==> src/rtl/axi_slv_rsp_gen_if.sv <==
// AXI slave response generator bus: AW/W/B/AR/R channel signals.
interface axi_slv_rsp_gen_if #(
    parameter int AXI_ID_W   = 4,
    parameter int AXI_ADDR_W = 32,
    parameter int AXI_DATA_W = 32
);
    logic                  awvalid;
    logic                  awready;
    logic [AXI_ID_W-1:0]   awid;
    logic [7:0]            awlen;
    logic                  wvalid;
    logic                  wready;
    logic                  wlast;
    logic                  bvalid;
    logic                  bready;
    logic [AXI_ID_W-1:0]   bid;
    logic [1:0]            bresp;
    logic                  arvalid;
    logic                  arready;
    logic [AXI_ID_W-1:0]   arid;
    logic [AXI_ADDR_W-1:0] araddr;
    logic [7:0]            arlen;
    logic                  rvalid;
    logic                  rready;
    logic [AXI_ID_W-1:0]   rid;
    logic [AXI_DATA_W-1:0] rdata;
    logic [1:0]            rresp;
    logic                  rlast;

    modport master (
        output awvalid, awid, awlen, wvalid, wlast, bready,
               arvalid, arid, araddr, arlen, rready,
        input  awready, wready, bvalid, bid, bresp,
               arready, rvalid, rid, rdata, rresp, rlast
    );

    modport slave (
        input  awvalid, awid, awlen, wvalid, wlast, bready,
               arvalid, arid, araddr, arlen, rready,
        output awready, wready, bvalid, bid, bresp,
               arready, rvalid, rid, rdata, rresp, rlast
    );
endinterface

==> src/rtl/axi_slv_rsp_gen.sv <==
// AXI slave response generator: in-order B/R responses, rdata = address pattern.
// Optional random ready backpressure via `define AXI_SLV_RSP_BP_EN.
module axi_slv_rsp_gen_fifo #(
    parameter int WIDTH = 8,
    parameter int DEPTH = 4
) (
    input  logic             aclk,
    input  logic             aresetn,
    input  logic             push,
    input  logic             pop,
    input  logic [WIDTH-1:0] din,
    output logic [WIDTH-1:0] head,
    output logic             full,
    output logic             empty
);
    localparam int PW = $clog2(DEPTH);

    logic [WIDTH-1:0] mem [DEPTH];
    logic [PW:0]      wptr;
    logic [PW:0]      rptr;
    logic             wr_en;
    logic             rd_en;

    assign empty = (wptr == rptr);
    assign full  = (wptr[PW] != rptr[PW]) && (wptr[PW-1:0] == rptr[PW-1:0]);
    assign rd_en = pop && !empty;
    assign wr_en = push && (!full || rd_en);
    assign head  = mem[rptr[PW-1:0]];

    always_ff @(posedge aclk or negedge aresetn) begin
        if (!aresetn) begin
            wptr <= '0;
            rptr <= '0;
        end else begin
            if (wr_en) wptr <= wptr + (PW+1)'(1);
            if (rd_en) rptr <= rptr + (PW+1)'(1);
        end
    end

    always_ff @(posedge aclk) begin
        if (wr_en) mem[wptr[PW-1:0]] <= din;
    end
endmodule

module axi_slv_rsp_gen #(
    parameter int AXI_ID_W   = 4,
    parameter int AXI_ADDR_W = 32,
    parameter int AXI_DATA_W = 32,
    parameter int OSTD_NUM   = 4
) (
    input logic              aclk,
    input logic              aresetn,
    axi_slv_rsp_gen_if.slave bus
);
    localparam int BYTES = AXI_DATA_W / 8;
    localparam int SUM_W = (AXI_ADDR_W > AXI_DATA_W) ? AXI_ADDR_W : AXI_DATA_W;

    logic [2:0] bp;

`ifdef AXI_SLV_RSP_BP_EN
    logic [15:0] lfsr;

    always_ff @(posedge aclk or negedge aresetn) begin
        if (!aresetn) lfsr <= 16'hACE1;
        else          lfsr <= {lfsr[14:0], lfsr[15] ^ lfsr[13] ^ lfsr[12] ^ lfsr[10]};
    end
    assign bp = lfsr[2:0];
`else
    assign bp = '1;
`endif

    logic [AXI_ID_W-1:0]   aw_id_h;
    logic [7:0]            aw_len_h;
    logic                  aw_full, aw_empty;
    logic [AXI_ID_W-1:0]   b_id_h;
    logic [1:0]            b_resp_h;
    logic                  b_full, b_empty;
    logic [AXI_ID_W-1:0]   ar_id_h;
    logic [AXI_ADDR_W-1:0] ar_addr_h;
    logic [7:0]            ar_len_h;
    logic                  ar_full, ar_empty;
    logic [7:0]            wbeat, rbeat;
    logic [1:0]            wresp;
    logic [SUM_W-1:0]      rsum;
    logic                  aw_hs, w_hs, w_done, b_hs, ar_hs, r_hs, r_done;

    assign aw_hs  = bus.awvalid && bus.awready;
    assign w_hs   = bus.wvalid && bus.wready;
    assign w_done = w_hs && bus.wlast;
    assign b_hs   = bus.bvalid && bus.bready;
    assign ar_hs  = bus.arvalid && bus.arready;
    assign r_hs   = bus.rvalid && bus.rready;
    assign r_done = r_hs && bus.rlast;
    // Early or late wlast both count as a length mismatch.
    assign wresp  = (wbeat == aw_len_h) ? 2'b00 : 2'b10;

    axi_slv_rsp_gen_fifo #(.WIDTH(AXI_ID_W + 8), .DEPTH(OSTD_NUM)) u_aw_fifo (
        .aclk(aclk), .aresetn(aresetn), .push(aw_hs), .pop(w_done),
        .din({bus.awid, bus.awlen}), .head({aw_id_h, aw_len_h}),
        .full(aw_full), .empty(aw_empty)
    );

    axi_slv_rsp_gen_fifo #(.WIDTH(AXI_ID_W + 2), .DEPTH(OSTD_NUM)) u_b_fifo (
        .aclk(aclk), .aresetn(aresetn), .push(w_done), .pop(b_hs),
        .din({aw_id_h, wresp}), .head({b_id_h, b_resp_h}),
        .full(b_full), .empty(b_empty)
    );

    axi_slv_rsp_gen_fifo #(.WIDTH(AXI_ID_W + AXI_ADDR_W + 8), .DEPTH(OSTD_NUM)) u_ar_fifo (
        .aclk(aclk), .aresetn(aresetn), .push(ar_hs), .pop(r_done),
        .din({bus.arid, bus.araddr, bus.arlen}), .head({ar_id_h, ar_addr_h, ar_len_h}),
        .full(ar_full), .empty(ar_empty)
    );

    always_ff @(posedge aclk or negedge aresetn) begin
        if (!aresetn) begin
            wbeat <= '0;
            rbeat <= '0;
        end else begin
            if (w_done)    wbeat <= '0;
            else if (w_hs) wbeat <= wbeat + 8'd1;
            if (r_done)    rbeat <= '0;
            else if (r_hs) rbeat <= rbeat + 8'd1;
        end
    end

    // Readies are gated by aresetn so they drop the instant reset asserts.
    assign bus.awready = aresetn && !aw_full && bp[0];
    assign bus.wready  = aresetn && !aw_empty && !b_full && bp[1];
    assign bus.arready = aresetn && !ar_full && bp[2];

    assign bus.bvalid  = !b_empty;
    assign bus.bid     = bus.bvalid ? b_id_h : '0;
    assign bus.bresp   = bus.bvalid ? b_resp_h : '0;

    assign rsum        = SUM_W'(ar_addr_h) + SUM_W'(rbeat) * SUM_W'(BYTES);
    assign bus.rvalid  = !ar_empty;
    assign bus.rlast   = bus.rvalid && (rbeat == ar_len_h);
    assign bus.rid     = bus.rvalid ? ar_id_h : '0;
    assign bus.rdata   = bus.rvalid ? AXI_DATA_W'(rsum) : '0;
    assign bus.rresp   = 2'b00;
endmodule

==> src/flat_wrapper.sv <==
// flat-port wrapper written by rule: the top's interface ports become plain ports
module axi_slv_rsp_gen_flat 
#(
    parameter int AXI_ID_W   = 4,
    parameter int AXI_ADDR_W = 32,
    parameter int AXI_DATA_W = 32,
    parameter int OSTD_NUM   = 4
)
  (aclk, aresetn, bus_awvalid, bus_awid, bus_awlen, bus_wvalid, bus_wlast, bus_bready, bus_arvalid, bus_arid, bus_araddr, bus_arlen, bus_rready, bus_awready, bus_wready, bus_bvalid, bus_bid, bus_bresp, bus_arready, bus_rvalid, bus_rid, bus_rdata, bus_rresp, bus_rlast);
  axi_slv_rsp_gen_if #(.AXI_ID_W(AXI_ID_W), .AXI_ADDR_W(AXI_ADDR_W), .AXI_DATA_W(AXI_DATA_W)) bus_i ();
  input logic aclk;
  input logic aresetn;
  input wire logic [$bits(bus_i.awvalid)-1:0] bus_awvalid;
  input wire logic [$bits(bus_i.awid)-1:0] bus_awid;
  input wire logic [$bits(bus_i.awlen)-1:0] bus_awlen;
  input wire logic [$bits(bus_i.wvalid)-1:0] bus_wvalid;
  input wire logic [$bits(bus_i.wlast)-1:0] bus_wlast;
  input wire logic [$bits(bus_i.bready)-1:0] bus_bready;
  input wire logic [$bits(bus_i.arvalid)-1:0] bus_arvalid;
  input wire logic [$bits(bus_i.arid)-1:0] bus_arid;
  input wire logic [$bits(bus_i.araddr)-1:0] bus_araddr;
  input wire logic [$bits(bus_i.arlen)-1:0] bus_arlen;
  input wire logic [$bits(bus_i.rready)-1:0] bus_rready;
  output wire logic [$bits(bus_i.awready)-1:0] bus_awready;
  output wire logic [$bits(bus_i.wready)-1:0] bus_wready;
  output wire logic [$bits(bus_i.bvalid)-1:0] bus_bvalid;
  output wire logic [$bits(bus_i.bid)-1:0] bus_bid;
  output wire logic [$bits(bus_i.bresp)-1:0] bus_bresp;
  output wire logic [$bits(bus_i.arready)-1:0] bus_arready;
  output wire logic [$bits(bus_i.rvalid)-1:0] bus_rvalid;
  output wire logic [$bits(bus_i.rid)-1:0] bus_rid;
  output wire logic [$bits(bus_i.rdata)-1:0] bus_rdata;
  output wire logic [$bits(bus_i.rresp)-1:0] bus_rresp;
  output wire logic [$bits(bus_i.rlast)-1:0] bus_rlast;
  assign bus_i.awvalid = bus_awvalid;
  assign bus_i.awid = bus_awid;
  assign bus_i.awlen = bus_awlen;
  assign bus_i.wvalid = bus_wvalid;
  assign bus_i.wlast = bus_wlast;
  assign bus_i.bready = bus_bready;
  assign bus_i.arvalid = bus_arvalid;
  assign bus_i.arid = bus_arid;
  assign bus_i.araddr = bus_araddr;
  assign bus_i.arlen = bus_arlen;
  assign bus_i.rready = bus_rready;
  assign bus_awready = bus_i.awready;
  assign bus_wready = bus_i.wready;
  assign bus_bvalid = bus_i.bvalid;
  assign bus_bid = bus_i.bid;
  assign bus_bresp = bus_i.bresp;
  assign bus_arready = bus_i.arready;
  assign bus_rvalid = bus_i.rvalid;
  assign bus_rid = bus_i.rid;
  assign bus_rdata = bus_i.rdata;
  assign bus_rresp = bus_i.rresp;
  assign bus_rlast = bus_i.rlast;
  axi_slv_rsp_gen #(.AXI_ID_W(AXI_ID_W), .AXI_ADDR_W(AXI_ADDR_W), .AXI_DATA_W(AXI_DATA_W), .OSTD_NUM(OSTD_NUM)) u_core (.aclk(aclk), .aresetn(aresetn), .bus(bus_i));
endmodule
==> config.mk <==
export PLATFORM = sky130hd
export DESIGN_NAME = axi_slv_rsp_gen_flat
export DESIGN_NICKNAME = d
export VERILOG_FILES = /design/src/rtl/axi_slv_rsp_gen_if.sv /design/src/rtl/axi_slv_rsp_gen.sv /design/src/flat_wrapper.sv
export SDC_FILE = /design/constraint.sdc
export NUM_CORES = 1
export LEC_CHECK = 0
export CAP_MARGIN = 20
export CORE_AREA = 4 4 206 208
export DETAILED_ROUTE_END_ITERATION = 8
export DIE_AREA = 0 0 210 212
export PLACE_DENSITY = 0.45
export SYNTH_ARGS = -nofsm -noshare
export SYNTH_HDL_FRONTEND = slang
export SYNTH_HIERARCHICAL = 1
export SYNTH_SLANG_ARGS = --single-unit
==> constraint.sdc <==
create_clock -name aclk -period 4.57 [get_ports aclk]
set_input_delay 1.371 -clock aclk [delete_from_list [all_inputs] [get_ports aclk]]
set_output_delay 1.371 -clock aclk [all_outputs]
set_load 0.005 [all_outputs]
# ---- Word level (Yosys, flattened, before mapping)
# Memory sizes are Yosys's and may differ from the RTL's.
# Index checks and enable logic that the tools add are counted.
dict set report classes {
  add_sub_neg 9
  eq_ne 11
  n_mux 15
  n_reduce_logical 32
}
# op count
set op_table {}
lappend op_table {{32-bit by 10-bit adder with 32-bit output} 1}
lappend op_table {{32-bit 2-to-1 mux} 1}
lappend op_table {{8-bit 2-to-1 mux} 4}
lappend op_table {{1-bit logical AND} 21}
lappend op_table {{3-bit by 1-bit adder with 3-bit output, second input constant} 6}
lappend op_table {{8-bit by 1-bit adder with 8-bit output, second input constant} 2}
lappend op_table {{8-bit == test} 2}
lappend op_table {{3-bit == test} 3}
lappend op_table {{4-bit 2-to-1 mux} 2}
lappend op_table {{2-bit == test} 3}
lappend op_table {{1-bit zero test} 6}
lappend op_table {{1-bit 2-to-1 mux} 6}
lappend op_table {{2-bit 2-to-1 mux} 2}
lappend op_table {{2-bit nonzero test} 2}
lappend op_table {{1-bit logical OR} 3}
lappend op_table {{1-bit != test} 3}
dict set report word_totals {
  regBits 34
  mem_bits_rw 248
  elab_cells 78
  mem_count 3
}
# name words word_bits read_ports rd_ports_with_merged_regs write_ports line
set memory_table {}
lappend memory_table {u_core.u_ar_fifo.mem 4 44 1 0 1 axi_slv_rsp_gen.sv:18} ;# logic [WIDTH-1:0] mem [DEPTH];
lappend memory_table {u_core.u_aw_fifo.mem 4 12 1 0 1 axi_slv_rsp_gen.sv:18}
lappend memory_table {u_core.u_b_fifo.mem 4 6 1 0 1 axi_slv_rsp_gen.sv:18}

# ---- Logic depth before layout (Yosys ltp)
dict set report logic_depth {
  ltp_word 11
  mapped_depth 12
}

# ---- Cells and area by module
# The synthesis kept the hierarchy.
# mod n_inst cells_per_inst area_each_um2
set modules_own_cells {}
lappend modules_own_cells {{axi_slv_rsp_gen_fifo (u_core.u_ar_fifo)} 1 276 6781.5}
lappend modules_own_cells {{axi_slv_rsp_gen_fifo (u_core.u_aw_fifo)} 1 109 2175.8}
lappend modules_own_cells {axi_slv_rsp_gen 1 299 2127.0}
lappend modules_own_cells {{axi_slv_rsp_gen_fifo (u_core.u_b_fifo)} 1 78 1330.0}

# ---- Least setup slack after synthesis
# Ideal clock, no wire load.
dict set report synth_path {
  path_type {register to register}
  start {register u_core.u_ar_fifo.rptr[1]}
  end {memory u_core/u_ar_fifo/mem[1][0] in the netlist's numbering, enable pin}
  setup_ns 0.406
  t_arrival_ns 3.957
  setup_slack_ns 0.207
  path_stages_with_launch 12
  n_path_buf 4
  synth_period_minus_slack_ns 4.363
  path_cell_list {dfrtp_1 -> buf_2 -> buf_1 -> mux4_2 -> xnor2_1 -> nand3_1 -> nor4_1 -> and2_0 -> clkbuf_1 -> clkbuf_1 -> or4_1 -> and3_1}
}
dict set report synth_between {
  elab_chain_cells 9
  elab_cells_between_ends 17
  cone_classes {eq/ne (3); mux (2); reduce/logical (11); memory (1)}
}
# element line
set synth_rtl {}
lappend synth_rtl {{start, declared} axi_slv_rsp_gen.sv:20} ;# logic [PW:0] rptr;
lappend synth_rtl {{start signal, assigned} axi_slv_rsp_gen.sv:36} ;# if (rd_en) rptr <= rptr + (PW+1)'(1);
lappend synth_rtl {{memory read 4 x 44 bit} --}
lappend synth_rtl {{via u_core.ar_len_h[7]} axi_slv_rsp_gen.sv:80} ;# logic [7:0] ar_len_h;
lappend synth_rtl {{8-bit == test} axi_slv_rsp_gen.sv:138} ;# assign bus.rlast = bus.rvalid && (rbeat == ar_len_h);
lappend synth_rtl {{1-bit logical AND} axi_slv_rsp_gen.sv:138}
lappend synth_rtl {{via bus_rlast} flat_wrapper.sv:34} ;# output wire logic [$bits(bus_i.rlast)-1:0] bus_rlast;
lappend synth_rtl {{1-bit logical AND} axi_slv_rsp_gen.sv:93} ;# assign r_done = r_hs && bus.rlast;
lappend synth_rtl {{via u_core.r_done} axi_slv_rsp_gen.sv:85} ;# logic aw_hs, w_hs, w_done, b_hs, ar_hs, r_hs, r_done;
lappend synth_rtl {{1-bit logical AND} axi_slv_rsp_gen.sv:26} ;# assign rd_en = pop && !empty;
lappend synth_rtl {{1-bit logical OR} axi_slv_rsp_gen.sv:27} ;# assign wr_en = push && (!full || rd_en);
lappend synth_rtl {{1-bit logical AND} axi_slv_rsp_gen.sv:27}
lappend synth_rtl {{1-bit 2-to-1 mux} axi_slv_rsp_gen.sv:41} ;# if (wr_en) mem[wptr[PW-1:0]] <= din;
lappend synth_rtl {{1-bit 2-to-1 mux (not written as such)} axi_slv_rsp_gen.sv:41}
lappend synth_rtl {{end, declared} axi_slv_rsp_gen.sv:18}
# The timed path passes the listed nets, and every way through them passes these cells.

# ---- Final worst setup path
dict set report layout_path {
  start {register u_core.u_ar_fifo.rptr[0]}
  end {output bus_rdata[25]}
}
dict set report layout_between {
  elab_chain_cells 3
  elab_cells_between_ends 4
  cone_classes {add/sub (1); eq/ne (1); mux (1); memory (1)}
}
# element line
set layout_rtl {}
lappend layout_rtl {{memory read 4 x 44 bit} --}
lappend layout_rtl {{via u_core.ar_addr_h[4]} axi_slv_rsp_gen.sv:79} ;# logic [AXI_ADDR_W-1:0] ar_addr_h;
lappend layout_rtl {{32-bit by 10-bit adder with 32-bit output} axi_slv_rsp_gen.sv:136} ;# assign rsum = SUM_W'(ar_addr_h) + SUM_W'(rbeat) * SUM_W'(BYTES);
lappend layout_rtl {{32-bit 2-to-1 mux} axi_slv_rsp_gen.sv:140} ;# assign bus.rdata = bus.rvalid ? AXI_DATA_W'(rsum) : '0;
lappend layout_rtl {{end, declared} flat_wrapper.sv:32} ;# output wire logic [$bits(bus_i.rdata)-1:0] bus_rdata;
# The timed path passes the listed nets, and every way through them passes these cells.

==> results.ini <==
[die]
initial_core_util_pct=30.6
dieWidth_um=210
rows=74
coreArea_mm2=0.0406
die_area_mm2=0.0445
die_h_um=212
ios=114

[synth]
synthCells=762
synth_top_cells_by_area=edfxtp_1 60%, mux4_2 11%, dfrtp_1 6.9%
synth_compound_area_share_pct=5.47
synth_top_area_cell=edfxtp_1
yosys.area_share.adder_pct=2.68
avgSynthCellArea_um2=16.3
syn_area_mm2=0.0124
synthXorXnorAreaFrac_pct=3.10
ys_types=58
synth_flop_cell=edfxtp_1
seq_area_frac_synth_pct=66.8
async_flop_share_pct=12.1
synthSimpleGateAreaFrac_pct=7.66
synth_seq_cells=282
synth_top_family_by_area=multiplexers
yosysWarnings=6
synth_edf_count=248
synthMuxAreaShare_pct=12.0
yosysTopAreaCellShare_pct=60.0

[layout]
nNetsFinal=1062
layout_commonest_cell=edfxtp_1
final_cells=1526
final_cell_mix=248 x edfxtp_1, 83 x clkdlybuf4s50_1, 72 x buf_4
fin_area_mm2=0.0161
syn2layout_area_growth_pct=29.7
drive_gt1_share_pct=29.3
diodes=0
fill_cells=3830

[timing]
finalSetupViolations=17
worst_hold_slack_ps=553
max_slew_margin_pct=47.4
min_period_over_period_pct=105
fin_ws_ps=-217
fin_setup_tns_ps=-1960
skew_ps=13.1
fmax_ghz=0.209
report.final.slew_viol_count=0
timing.final.hold_violations=0
period_needed_ps=4790
rsz0062_at_grt=true
worst_slew_pin_slew_ps=789

[worst_setup_path]
worstPathRequired_ps=3200
cp_max_fo=4
crit_chain=buf_12, mux4_2, ha_4, buf_6, o211ai_1, o2111ai_2, nand4_1, buf_4, or3_1, a21oi_2, buf_2
criticalPathCategory=flop to output port
cp.arrival_ps=3420
setup.worst_path.start_class=flop
rr_startpoint=u_core/u_ar_fifo/rptr[0]$_DFFE_PN0P_
path_buf_inv=4
crit_family=compound AO/OA/AOI/OAI gates
cp_slowest_cell=dfrtp_4
cp-end-kind=output port
rr_worst_depth=13
cp_slowest_stage_delay_ps=520
path_depth=11
crit_start=u_core/u_ar_fifo/rptr[0]$_DFFE_PN0P_

[pwr]
p_per_area_mw_per_mm2=555
ir_drop_mv=0.299
p_leak_nw=5.57

[global_route]
grt_max_degree=37
grt_pass1_wl_um=45700
track_usage_pct=13.2
overflow=0
antenna_found_initial=0
grt_pass1_vias=7524

[placed_design]
placed_cells=1451
pre_cts_ws_ps=-95.5
hpwl_um=19800
place.gp.congestion=0.769
io_buffers=111
post_dp_cell_area_mm2=0.0147

[clock_tree]
numCtsBuffers=31
clk-insertion-delay-late_ps=560
cts_tree=done
clk_pin_slew_worst_paths_ps=60
cts_sinks=282
htreeDepth=1
ctsLongestPathBuffers=3
postCtsHoldBufs=0
ctsRootBufferMaster=clkbuf_16

[routing]
vias=7269
dr.pass1.iters=4
finalWirelength_um=29600
viasPerCell=4.76
ant_nets=0
drtIter0Drc=589
wire_per_inst_um=19.4
drc=0

[hold_path]
min_from=u_core/wbeat[1]$_DFFE_PN0P_
hold_path_class=flop to flop
min_path_cells=2

[status]
status=finished with violations
violations=negative setup slack

[run]
cap_violations=0

==> cells by family (layout without fill, tap and decap cells) <==
| family | count (synthesis) | after routing |
|---|---|---|
| AND/OR/NAND/NOR | 180 | 180 |
| flip-flops | 282 | 282 |
| other | 1 | 6 |
| adder cells (fa/ha/maj) | 26 | 26 |
| buffers and inverters | 58 | 285 |
| multiplexers | 71 | 71 |
| XOR/XNOR | 44 | 44 |
| AO/OA/AOI/OAI | 100 | 100 |
==> synthesized netlist by cell type, types with 9 or more instances <==
cell / n
o21ai_0: 22
clkbuf_1: 13
mux4_2: 62
nor2_1: 28
inv_1: 24
ha_1: 25
nand2_1: 36
nand3_1: 16
dfrtp_1: 34
xor2_1: 25
nor2b_1: 19
a21oi_1: 25
xnor2_1: 19
and3_1: 13
o31ai_1: 9
or3_1: 14
nor3_1: 16
nand4_1: 9
edfxtp_1: 248
==> per-stage QoR <==
stage / power, mW / util (%)
6_report: 8.94 / 39.7
2_1_floorplan: 5.10 / -
3_3_place_gp: 6.50 / 36.3
3_5_place_dp: 6.51 / 36.3
5_1_grt: 9.53 / 39.7
4_1_cts: 8.98 / 39.2
==> worst paths after layout <==
check                                                         to  slack [ps]
setup / recovery                                   bus_rdata[25]        -220
hold / removal                       u_core/wbeat[1]$_DFFE_PN0P_         550
setup reg to reg           u_core/u_ar_fifo/mem[0][21]$_DFFE_PP_         940
hold reg to reg                      u_core/wbeat[1]$_DFFE_PN0P_         550
max in group asynchronous   u_core/u_ar_fifo/rptr[0]$_DFFE_PN0P_        3250
min in group asynchronous   u_core/u_aw_fifo/rptr[0]$_DFFE_PN0P_         770
==> power by group <==
group	switching [mW]	internal, mW	leakage (nW)	total [mW]
Combinational	1.61	1.59	2.46	3.20
Clock	0.975	1.35	0.461	2.33
Sequential	0.217	3.20	2.65	3.41
==> tightest hold or removal path: stages (launching register included) <==
cell and delay, ps:
dfrtp_1 400, nand2_1 60, nand2_1 50
==> sequential cells by signal (all words and copies together) (netlist names) <==
signal and flops:
u_core/u_b_fifo/wptr 3, u_core/u_ar_fifo/rptr 3, u_core/u_b_fifo/mem 24, u_core/u_aw_fifo/rptr 3
u_core/u_ar_fifo/mem 176, u_core/u_aw_fifo/mem 48, u_core/wbeat 8, u_core/u_aw_fifo/wptr 3
u_core/u_b_fifo/rptr 3, u_core/rbeat 8, u_core/u_ar_fifo/wptr 3
==> layout make-up <==
type	count	area [um^2]	area share, %
flip-flops and latches	282	8300	51.6
inverters	24	90.1	0.559
clock buffers	40	810	5.03
repair buffers	206	1910	11.8
well taps	532	666	4.13
clock inverters	15	130	0.808
multi-input cells	427	4200	26.1
==> routing by layer <==
layer | part of all wire, % | up-vias | track usage, % | wire, um
li1 | - | 3429 | - | -
met1 | 48 | 3682 | 19.5 | 14300
met3 | 3.6 | 35 | 1.95 | 1080
met4 | 1.7 | 0 | 3.11 | 496
met2 | 46 | 123 | 20.7 | 13800
met5 | 0 | - | 0 | 0
==> timing repair <==
item,CTS,global route
buffers inserted,15,9
pin swaps,40,32
endpoints found under the setup margin,28,28
resized for setup,129,39
Power figures use the tool's default switching activity.
